--- src/rtl/hs_math_basic_pkg.sv ---
// Basic elaboration-time arithmetic helpers shared across the hs_* blocks.
package hs_math_basic_pkg;

  function automatic int unsigned ceil_to_nxt_pow2(input int unsigned n);
    int unsigned p;
    p = 1;
    while (p < n) p = p << 1;
    return p;
  endfunction

endpackage

--- src/rtl/hs_mem_pkg.sv ---
// Shared types and sizing helpers for the hs_mem RAM family.
package hs_mem_pkg;

  typedef enum logic {
    CLR_IDLE,
    CLR_SWEEP
  } clr_state_e;

  function automatic int unsigned be_width(input int unsigned dw);
    return (dw + 7) / 8;
  endfunction

endpackage

--- src/rtl/hs_mem_clr_ctrl.sv ---
// Clear-sweep controller: after reset or on request, walks every storage entry once.
module hs_mem_clr_ctrl
  import hs_mem_pkg::*;
#(
  parameter int unsigned ADDR_WIDTH = 4,
  parameter int unsigned DEPTH_REAL = 16
) (
  input  logic                  clk,
  input  logic                  rst,
  input  logic                  clr_req,
  output logic                  busy,
  output logic                  clr_we,
  output logic [ADDR_WIDTH-1:0] clr_addr
);

  localparam logic [ADDR_WIDTH-1:0] LAST_ADDR = ADDR_WIDTH'(DEPTH_REAL - 1);

  clr_state_e            state;
  clr_state_e            state_nxt;
  logic [ADDR_WIDTH-1:0] clr_cnt;

  always_ff @(posedge clk) begin
    if (rst) begin
      state   <= CLR_SWEEP;
      clr_cnt <= '0;
    end else begin
      state <= state_nxt;
      if (state == CLR_SWEEP) clr_cnt <= clr_cnt + ADDR_WIDTH'(1);
      else                    clr_cnt <= '0;
    end
  end

  always_comb begin
    state_nxt = state;
    case (state)
      CLR_IDLE:  if (clr_req) state_nxt = CLR_SWEEP;
      CLR_SWEEP: if (clr_cnt == LAST_ADDR) state_nxt = CLR_IDLE;
      default:   state_nxt = CLR_IDLE;
    endcase
  end

  always_comb begin
    busy     = (state == CLR_SWEEP);
    clr_we   = busy;
    clr_addr = clr_cnt;
  end

endmodule

--- src/rtl/hs_mem_mpram_clr.sv ---
// One-write / N-read RAM with per-byte write enables and a built-in clear sweep.
module hs_mem_mpram_clr
  import hs_math_basic_pkg::*;
  import hs_mem_pkg::*;
#(
  parameter int unsigned           DATA_WIDTH  = 8,
  parameter int unsigned           DATA_DEPTH  = 16,
  parameter int unsigned           RD_PORTS    = 2,
  parameter int unsigned           RD_LATENCY  = 0,
  parameter bit                    WR_FIRST    = 1'b1,
  parameter logic [DATA_WIDTH-1:0] CLEAR_VALUE = '0,
  localparam int unsigned          ADDR_WIDTH  = (DATA_DEPTH > 1) ? $clog2(DATA_DEPTH) : 1,
  localparam int unsigned          BE_WIDTH    = be_width(DATA_WIDTH)
) (
  input  logic                  clk,
  input  logic                  rst,
  input  logic                  clr_req,
  output logic                  busy,
  input  logic                  wen,
  input  logic [ADDR_WIDTH-1:0] waddr,
  input  logic [DATA_WIDTH-1:0] wdata,
  input  logic [BE_WIDTH-1:0]   wbe,
  input  logic [RD_PORTS-1:0]   ren,
  input  logic [ADDR_WIDTH-1:0] raddr [RD_PORTS],
  output logic [DATA_WIDTH-1:0] rdata [RD_PORTS]
);

  // A one-entry RAM still gets a 1-bit address, so storage is sized for two.
  localparam int unsigned DEPTH_REAL = ceil_to_nxt_pow2((DATA_DEPTH > 1) ? DATA_DEPTH : 2);

  logic [DATA_WIDTH-1:0] ram [DEPTH_REAL];
  logic [DATA_WIDTH-1:0] be_mask;
  logic [DATA_WIDTH-1:0] wr_word;
  logic                  wr_en;
  logic                  clr_we;
  logic [ADDR_WIDTH-1:0] clr_addr;

  hs_mem_clr_ctrl #(
    .ADDR_WIDTH (ADDR_WIDTH),
    .DEPTH_REAL (DEPTH_REAL)
  ) u_clr_ctrl (
    .clk      (clk),
    .rst      (rst),
    .clr_req  (clr_req),
    .busy     (busy),
    .clr_we   (clr_we),
    .clr_addr (clr_addr)
  );

  assign wr_en = wen & ~busy;

  always_comb begin
    be_mask = '0;
    for (int unsigned b = 0; b < DATA_WIDTH; b++) be_mask[b] = wbe[b / 8];
    wr_word = (ram[waddr] & ~be_mask) | (wdata & be_mask);
  end

  always_ff @(posedge clk) begin
    if (clr_we)     ram[clr_addr] <= CLEAR_VALUE;
    else if (wr_en) ram[waddr]    <= wr_word;
  end

  if (RD_LATENCY == 0) begin : g_rd_async
    logic ren_unused;
    assign ren_unused = ^ren;

    always_comb begin
      for (int unsigned p = 0; p < RD_PORTS; p++)
        rdata[p] = busy ? CLEAR_VALUE : ram[raddr[p]];
    end
  end else begin : g_rd_sync
    always_ff @(posedge clk) begin
      for (int unsigned p = 0; p < RD_PORTS; p++) begin
        if (rst) begin
          rdata[p] <= CLEAR_VALUE;
        end else if (ren[p]) begin
          if (busy)                                          rdata[p] <= CLEAR_VALUE;
          else if (WR_FIRST && wr_en && (waddr == raddr[p])) rdata[p] <= wr_word;
          else                                               rdata[p] <= ram[raddr[p]];
        end
      end
    end
  end

endmodule

--- config.mk ---
export PLATFORM = sky130hd
export DESIGN_NAME = hs_mem_mpram_clr
export DESIGN_NICKNAME = d
export VERILOG_FILES = /design/src/rtl/hs_math_basic_pkg.sv /design/src/rtl/hs_mem_pkg.sv /design/src/rtl/hs_mem_clr_ctrl.sv /design/src/rtl/hs_mem_mpram_clr.sv
export SDC_FILE = /design/constraint.sdc
export NUM_CORES = 1
export LEC_CHECK = 0
export CORE_MARGIN = 2
export CORE_UTILIZATION = 25
export CTS_CLUSTER_DIAMETER = 40
export DETAILED_ROUTE_END_ITERATION = 10
export HOLD_SLACK_MARGIN = 0.15
export PLACE_DENSITY_LB_ADDON = 0.2
export SLEW_MARGIN = 20
export SYNTH_ARGS = -nofsm -noshare
export SYNTH_HDL_FRONTEND = slang
export SYNTH_SLANG_ARGS = --single-unit
--- constraint.sdc ---
create_clock -name clk -period 2.88 [get_ports clk]
set_input_delay 0.864 -clock clk [delete_from_list [all_inputs] [get_ports clk]]
set_output_delay 0.864 -clock clk [all_outputs]
set_load 0.05 [all_outputs]
* Yosys cells after proc, flatten, opt, wreduce, memory -nomap -nowiden
Memories as Yosys holds them, arrays and structs flattened.
Cells that the tools add are included.
** Storage, ports and cells
- Word-level logic and storage cells :: 26
- Register bits :: 5
- Output and inout bits :: 17
- Memory bits (writable) :: 128
- Input port bits :: 27
- Memories kept :: 1
** Operators by class
- Bitwise operators :: 6
- Muxes and demuxes :: 13
- Eq/ne operators :: 1
- Add/sub/neg operators :: 1
- Reduce and logical (&&, ||, !) cells :: 2
** Memory list
- ram :: depth 16, width 8, rd ports 3, clocked after Yosys merged registers in 0, wr ports 1, line hs_mem_mpram_clr.sv:31 : logic [DATA_WIDTH-1:0] ram [DEPTH_REAL];
** Operators with widths (count)
- 2-to-1 mux 8 bit :: 3
- AND 8 bit :: 2
- 2-to-1 mux 1 bit :: 8
- inverter 8 bit :: 1
- OR 8 bit :: 1
- OR reduction 8 bit :: 1
- adder 4 x 1 -> 4 bit, second input constant :: 1
- == test 4 bit, second input constant :: 1
- 2-to-1 mux 4 bit :: 1
- one-hot mux 1 bit (2 select lines) :: 1
- OR reduction 2 bit :: 1
- AND 1 bit :: 1
- inverter 1 bit :: 1

* Longest topological paths before layout
Gate-level depths: netlist of run 1.
- Depth in word-level cells :: 7
- Mapped depth :: 7
- Depth with buffers taken out :: 4

* Hierarchy
From an unflattened synthesis of run 1, not the netlist that was laid out.
** Unflattened totals
- Cells, all modules :: 483
- Area, all modules :: 7722.4 um2
** By module, submodules not included
- hs_mem_mpram_clr :: cells each 463, area an instance 7518.5 um2, instances 1, sequential area each 3843.7 um2
- hs_mem_clr_ctrl :: cells each 20, area an instance 203.9 um2, instances 1, sequential area each 100.1 um2

* Least setup slack after synthesis of run 1
OpenSTA, ideal clock, no wires.
- Path kind :: input to output
- Start :: in raddr[1] in the netlist's numbering
- End :: out rdata[6] in the netlist's numbering
- Data arrival time :: 2.893 ns
- Path buffers :: 2
- Cell stages on the path :: 5
- Path slack :: -0.877 ns
- Cell sequence :: buf_2 clkbuf_1 mux4_2 mux2i_1 o32ai_1
** RTL lines
- from (decl) :: line hs_mem_mpram_clr.sv:24 : input logic [ADDR_WIDTH-1:0] raddr [RD_PORTS],
- to (decl) :: line hs_mem_mpram_clr.sv:25 : output logic [DATA_WIDTH-1:0] rdata [RD_PORTS]

==> results of run 1 <==
==> critical path: stages <==
cell and delay [ns]:
buf_12 0.10, buf_12 0.15, buf_12 0.11, mux4_2 0.52
a22oi_2 0.13, o211ai_1 0.22, clkbuf_16 0.24
==> registers in the layout, indices dropped and copies added, names as in the netlist <==
name,count
u_clr_ctrl.clr_addr,4
ram,128
u_clr_ctrl.busy,1
==> cell usage in the layout, fill, tap and decap left out, types with 7 or more instances in the layout <==
| master | netlist | routed |
|---|---|---|
| a21oi_4 | 0 | 7 |
| a22oi_1 | 25 | 17 |
| a22oi_2 | 0 | 8 |
| a32oi_1 | 8 | 8 |
| buf_12 | 0 | 36 |
| buf_4 | 9 | 75 |
| buf_6 | 2 | 20 |
| clkbuf_16 | 0 | 22 |
| clkdlybuf4s50_1 | 0 | 15 |
| edfxtp_1 | 128 | 128 |
| inv_1 | 7 | 7 |
| mux2i_1 | 88 | 83 |
| mux4_2 | 51 | 56 |
| nand2_1 | 34 | 29 |
| nor2_1 | 28 | 24 |
| o211ai_1 | 9 | 9 |
| o21ai_0 | 18 | 8 |
==> report_power, final <==
part	total (uW)	internal, uW	switching [uW]	leakage (uW)
clock network	2200	1300	903	0.000286
registers	2170	2140	31.0	0.00131
logic	699	358	341	0.00229
==> per-stage QoR <==
step                hold WS (ns)  setup TNS [ns]  utilization, %  area [um^2]
global placement           0.485          -19.31            31.7         9390
finish                     0.533           -3.80            36.2        10700
detailed placement         0.526          -23.01            31.7         9390
floorplan                  0.460           -2.64               -         7700
global route               0.579           -4.42            36.2        10700
CTS                        0.543           -4.27            35.9        10600
==> metal layers <==
layer  vias up  track usage, %  share of wire, %  wire, um
li1       2410               -                 -         -
met2       170            28.3                49     12700
met4         0            5.05               2.3       586
met5         -               0                 0         0
met1      2890            22.3                44     11500
met3        34            3.04               4.7      1210
==> final timing paths <==
kind	slack [ns]	endpoint
worst max register to register	0.51	ram[6][4]
worst min register to register	0.53	u_clr_ctrl.clr_addr[0]
worst min-delay path	0.53	u_clr_ctrl.clr_addr[0]
worst max-delay path	-0.33	rdata[7]
==> repair_timing <==
item / 4_1_cts / 5_1_grt
buffers inserted: 17 / 5
gates resized for setup: 114 / 31
pin swaps: 36 / 23
cloned: 2 / 0
setup endpoints to repair: 16 / 16
==> layout make-up <==
cell class              instances  share of cell area [%]
clock buffers                  17                    3.96
flip-flops and latches        133                    36.7
multi-input cells             338                    35.0
repair buffers                161                    17.9
clock inverters                15                    1.60
inverters                       8                   0.280
well taps                     390                    4.54
==> synthesized netlist by cell type (9+ instances only) <==
master / number
o21ai_0: 18
buf_4: 9
nor2_1: 28
o211ai_1: 9
mux4_2: 51
a22oi_1: 25
edfxtp_1: 128
a21oi_1: 13
buf_2: 11
mux2i_1: 88
nand2_1: 34
clkbuf_1: 16
==> cell families after synthesis <==
group | Yosys count | share of synthesized area (%)
AOI/OAI and AO/OA | 97 | 9.04
xor gates and xnor gates | 2 | 0.233
adders and majority gates | 1 | 0.166
buffers and inverters | 48 | 3.23
DFF | 133 | 52.4
muxes | 147 | 29.2
and+or+nand+nor | 91 | 5.71
==> run_results.csv, run 1 <==
group,metric,value,unit
die,start_util,25.4,%
finish,final.fill_count,2902,
finish,layoutNonFillerInstCount,1062,
detailed_routing,drt-pass1-iter-count,4,
synth,syn_area,7520,um^2
critical_path,timing.critical_path.from,"raddr[0]",
clock_tree,cts_buffer_depth,2,
timing,rsz0062_at_grt,"true",
timing,slew_violations,0,
detailed_routing,drt_wl_total,25.9,mm
detailed_routing,dr.first_iter.drc_count,417,
timing,fin_skew,0.00727,ns
clock_tree,hold_buffers,0,
place,place_inst,1011,
critical_path,r2r-start,"u_clr_ctrl.busy",
synth,yosysSeqAreaShare,52.4,%
timing,period_share,112,%
pwr,ir_drop,0.374,mV
detailed_routing,vias_per_cell,5.18,
synth,synth_edf_count,128,
synth,syn_nets,547,
finish,syn_to_final_growth,42.8,%
synth,ys.warnings.count,0,
clock_tree,tritoncts,"done",
synth,synth_ff_type,"edfxtp_1",
global_routing,grt.overflow.total,0,
critical_path,critPathRequiredTime,2.02,ns
die,row_count,63,
synth,synthTopCellsByArea,"edfxtp_1 (51%), mux4_2 (15%), mux2i_1 (12%)",
critical_path,rr_worst_depth,4,
timing,worst_slack,-0.334,ns
place,hpwlAfterDp,18.4,mm
clock_tree,h-tree-depth,4,
clock_tree,path_clk_slew,0.06,ns
synth,netlist_instances,519,
clock_tree,numCtsBuffers,17,
finish,final-seq-area,3940,um^2
detailed_routing,wl_per_cell,24.4,um
outcome,violations,"setup timing",
synth,synth_top_area_share,51.1,%
finish,nets,687,
synth,synthArstFlopShare,0,%
finish,drive_gt1_share,44.0,%
pwr,cellPowerDensity,472,nW/um^2
synth,synth_area_per_cell,14.5,um^2
place,portBuffers,41,
die,die_w,177,um
finish,multi_input_area,3750,um^2
global_routing,antenna_found_initial,0,
critical_path,worstPathArrival,2.35,ns
critical_path,critPathMaxFanout,6,
timing,worst_pin_slew,0.495,ns
detailed_routing,vias,5504,
critical_path,crit_path_end_kind,"output port",
critical_path,startpoint_type,"primary input",
global_routing,grt_pass1_vias,5833,
detailed_routing,ant_nets,0,
clock_tree,cts_sinks,133,
synth,ys_ff_latch,133,
timing,max_clock_freq,311,MHz
global_routing,grt_max_degree,23,
synth,yosysTopAreaCell,"edfxtp_1",
timing,hold_viol_final,0,
hold_path,holdPathStages,1,
detailed_routing,drc_errors,0,
critical_path,path_class,"in2out",
flow_run,cap_violations,0,
die,coreArea,29600,um^2
clock_tree,root_buffer,"clkbuf_16",
place,pre_cts_ws,-0.837,ns
die,dieArea,31500,um^2
global_routing,grt_usage,16.9,%
global_routing,grt_pass1_wl,38.1,mm
synth,netlist-cell-type-count,41,
timing,min_period,3.21,ns
finish,diodes,0,
die,ios,44,
place,place.gp.congestion,0.819,
timing,maxSlewHeadroom,66.9,%
timing,setup_viol,16,
die,die_y,177,um
pwr,p_leak,0.00389,uW
clock_tree,clock_latency,0.42,ns
hold_path,hold_path.class,"reg2reg",
pwr,power,5070,uW
outcome,status,"complete, but fails checks",
hold_path,hold_path.startpoint,"u_clr_ctrl.clr_addr[0]",
No activity file was read; power rests on OpenSTA's default activity.
==> inputs of run 2 (changes only) <==
--- a/config.mk
+++ b/config.mk
@@ -5,9 +5,10 @@
 export SDC_FILE = /design/constraint.sdc
 export NUM_CORES = 1
 export LEC_CHECK = 0
-export CORE_MARGIN = 2
 export CORE_UTILIZATION = 25
+export CTS_BUF_LIST = sky130_fd_sc_hd__clkbuf_8
 export CTS_CLUSTER_DIAMETER = 40
+export CTS_CLUSTER_SIZE = 8
 export DETAILED_ROUTE_END_ITERATION = 10
 export HOLD_SLACK_MARGIN = 0.15
 export PLACE_DENSITY_LB_ADDON = 0.2
==> run 2 against run 1 <==
The flow still finishes with violations (setup timing); non-clock buffer count is 6 lower; final area is 3.5% lower; clock skew is 0.0052 ns higher; routed wire length is 1.5% lower; critical path depth is 2 lower; sequential cell count stayed put; critical path type unchanged; critical endpoint is now rdata[14]; largest power group is now registers; highest routed layer unchanged.
==> run_results.csv, run 2 (synthesized netlist as in run 1, its figures left out) <==
group,metric,value,unit
die,ios,44,
pwr,ir_drop,0.224,mV
finish,nets,681,
critical_path,worstPathArrival,2.31,ns
finish,diodes,0,
place,hpwlAfterDp,18.3,mm
critical_path,path_class,"in2out",
global_routing,grt_pass1_wl,37.5,mm
critical_path,crit_family,"multiplexers",
global_routing,grt.overflow.total,0,
timing,rsz0062_at_grt,"true",
place,place.gp.congestion,0.858,
detailed_routing,ant_nets,0,
pwr,power,4270,uW
hold_path,hold_path.class,"reg2reg",
timing,tns,-3.89,ns
finish,top_register,"ram",
die,row_count,63,
critical_path,cpMostUsedCell,"mux4_2",
timing,period_share,110,%
place,pre_cts_ws,-0.968,ns
finish,syn_to_final_growth,37.7,%
timing,slew_violations,0,
detailed_routing,drt_wl_total,25.6,mm
timing,max_clock_freq,315,MHz
timing,worst_slack,-0.296,ns
critical_path,slowest_delay,0.51,ns
detailed_routing,vias_per_cell,5.18,
die,coreArea,29600,um^2
detailed_routing,drt-pass1-iter-count,4,
clock_tree,h-tree-depth,4,
timing,fin_skew,0.0125,ns
die,dieArea,30800,um^2
detailed_routing,dr.first_iter.drc_count,567,
outcome,status,"complete, but fails checks",
die,start_util,25.4,%
place,portBuffers,41,
pwr,cellPowerDensity,412,nW/um^2
clock_tree,path_clk_slew,0.08,ns
timing,setup_viol,16,
global_routing,antenna_found_initial,0,
clock_tree,cts_sinks,133,
clock_tree,tritoncts,"done",
finish,final_common_cell,"edfxtp_1",
timing,hold_viol_final,0,
die,die_w,175,um
clock_tree,root_buffer,"clkbuf_8",
finish,layout_common_cells,"edfxtp_1 (128), mux2i_1 (80), buf_4 (80)",
clock_tree,numCtsBuffers,17,
critical_path,path_cells,"buf_12, mux4_2, mux4_2, nor2b_4, buf_6",
critical_path,critPathMaxFanout,7,
global_routing,grt_usage,17.1,%
critical_path,startpoint_type,"primary input",
outcome,violations,"setup timing",
clock_tree,cts_buffer_depth,2,
timing,maxSlewHeadroom,58.7,%
timing,min_period,3.18,ns
finish,drive_gt1_share,42.8,%
critical_path,crit_path_end_kind,"output port",
detailed_routing,vias,5470,
die,die_y,175,um
critical_path,critPathRequiredTime,2.02,ns
detailed_routing,drc_errors,0,
pwr,p_leak,0.00371,uW
global_routing,grt_pass1_vias,5702,
clock_tree,clock_latency,0.46,ns
flow_run,cap_violations,0,
critical_path,crit_buf_inv,2,
global_routing,grt_max_degree,29,
finish,largest_reg_flops,128,
timing,worst_pin_slew,0.619,ns
detailed_routing,wl_per_cell,24.2,um
critical_path,slowest_stage,"mux4_2",
finish,final.fill_count,2901,
-- run 2: layer usage --
| layer | routed length [um] | global-route usage, % | vias up |
|---|---|---|---|
| met5 | 0 | 0 | - |
| met4 | 689 | 6.30 | 0 |
| met3 | 1260 | 3.14 | 38 |
| met2 | 12600 | 28.1 | 184 |
| met1 | 11000 | 22.5 | 2842 |
| li1 | - | - | 2406 |
-- run 2: power breakdown --
group          leakage, uW  total (uW)  switching, uW  internal (uW)
combinational      0.00224         670            332            338
sequential         0.00131        2170           32.5           2140
clock             0.000166        1430            821            612
-- run 2: path summary, 6_finish.rpt --
path / slack, ns / to / start / cells after the start
worst max-delay path: -0.30 / rdata[14] / raddr[5] / 5
worst min-delay path: 0.54 / u_clr_ctrl.clr_addr[0] / u_clr_ctrl.clr_addr[0] / 1
worst max register to register: 0.34 / ram[8][2] / u_clr_ctrl.busy / 6
worst min register to register: 0.54 / u_clr_ctrl.clr_addr[0] / u_clr_ctrl.clr_addr[0] / 1
-- run 2: layout make-up --
| cell class | count | area, um^2 | area share, % |
|---|---|---|---|
| clock buffer | 17 | 234 | 2.26 |
| clock inverter | 15 | 121 | 1.17 |
| inverter | 8 | 37.5 | 0.362 |
| multi-input combinational | 338 | 3710 | 35.8 |
| sequential | 133 | 3940 | 38.1 |
| tap | 390 | 488 | 4.71 |
| timing repair buffer | 155 | 1830 | 17.6 |
-- run 2: what timing repair did --
action                                  in CTS  in global routing
hold buffers                                 0                  0
buffers inserted                             8                  4
cloned                                       3                  0
endpoints found under the setup margin      16                 16
gates resized for setup                     84                 38
pin swaps                                   14                 15
-- run 2: through the flow --
stage	hold WS [ns]	instance area (um^2)	util, %	std cells
2_1_floorplan	0.460	7700	-	519
3_3_place_gp	0.490	9470	31.9	1012
3_5_place_dp	0.531	9470	31.9	1012
4_1_cts	0.551	10200	34.4	1052
5_1_grt	0.583	10400	34.9	1056
6_report	0.541	10400	34.9	1056
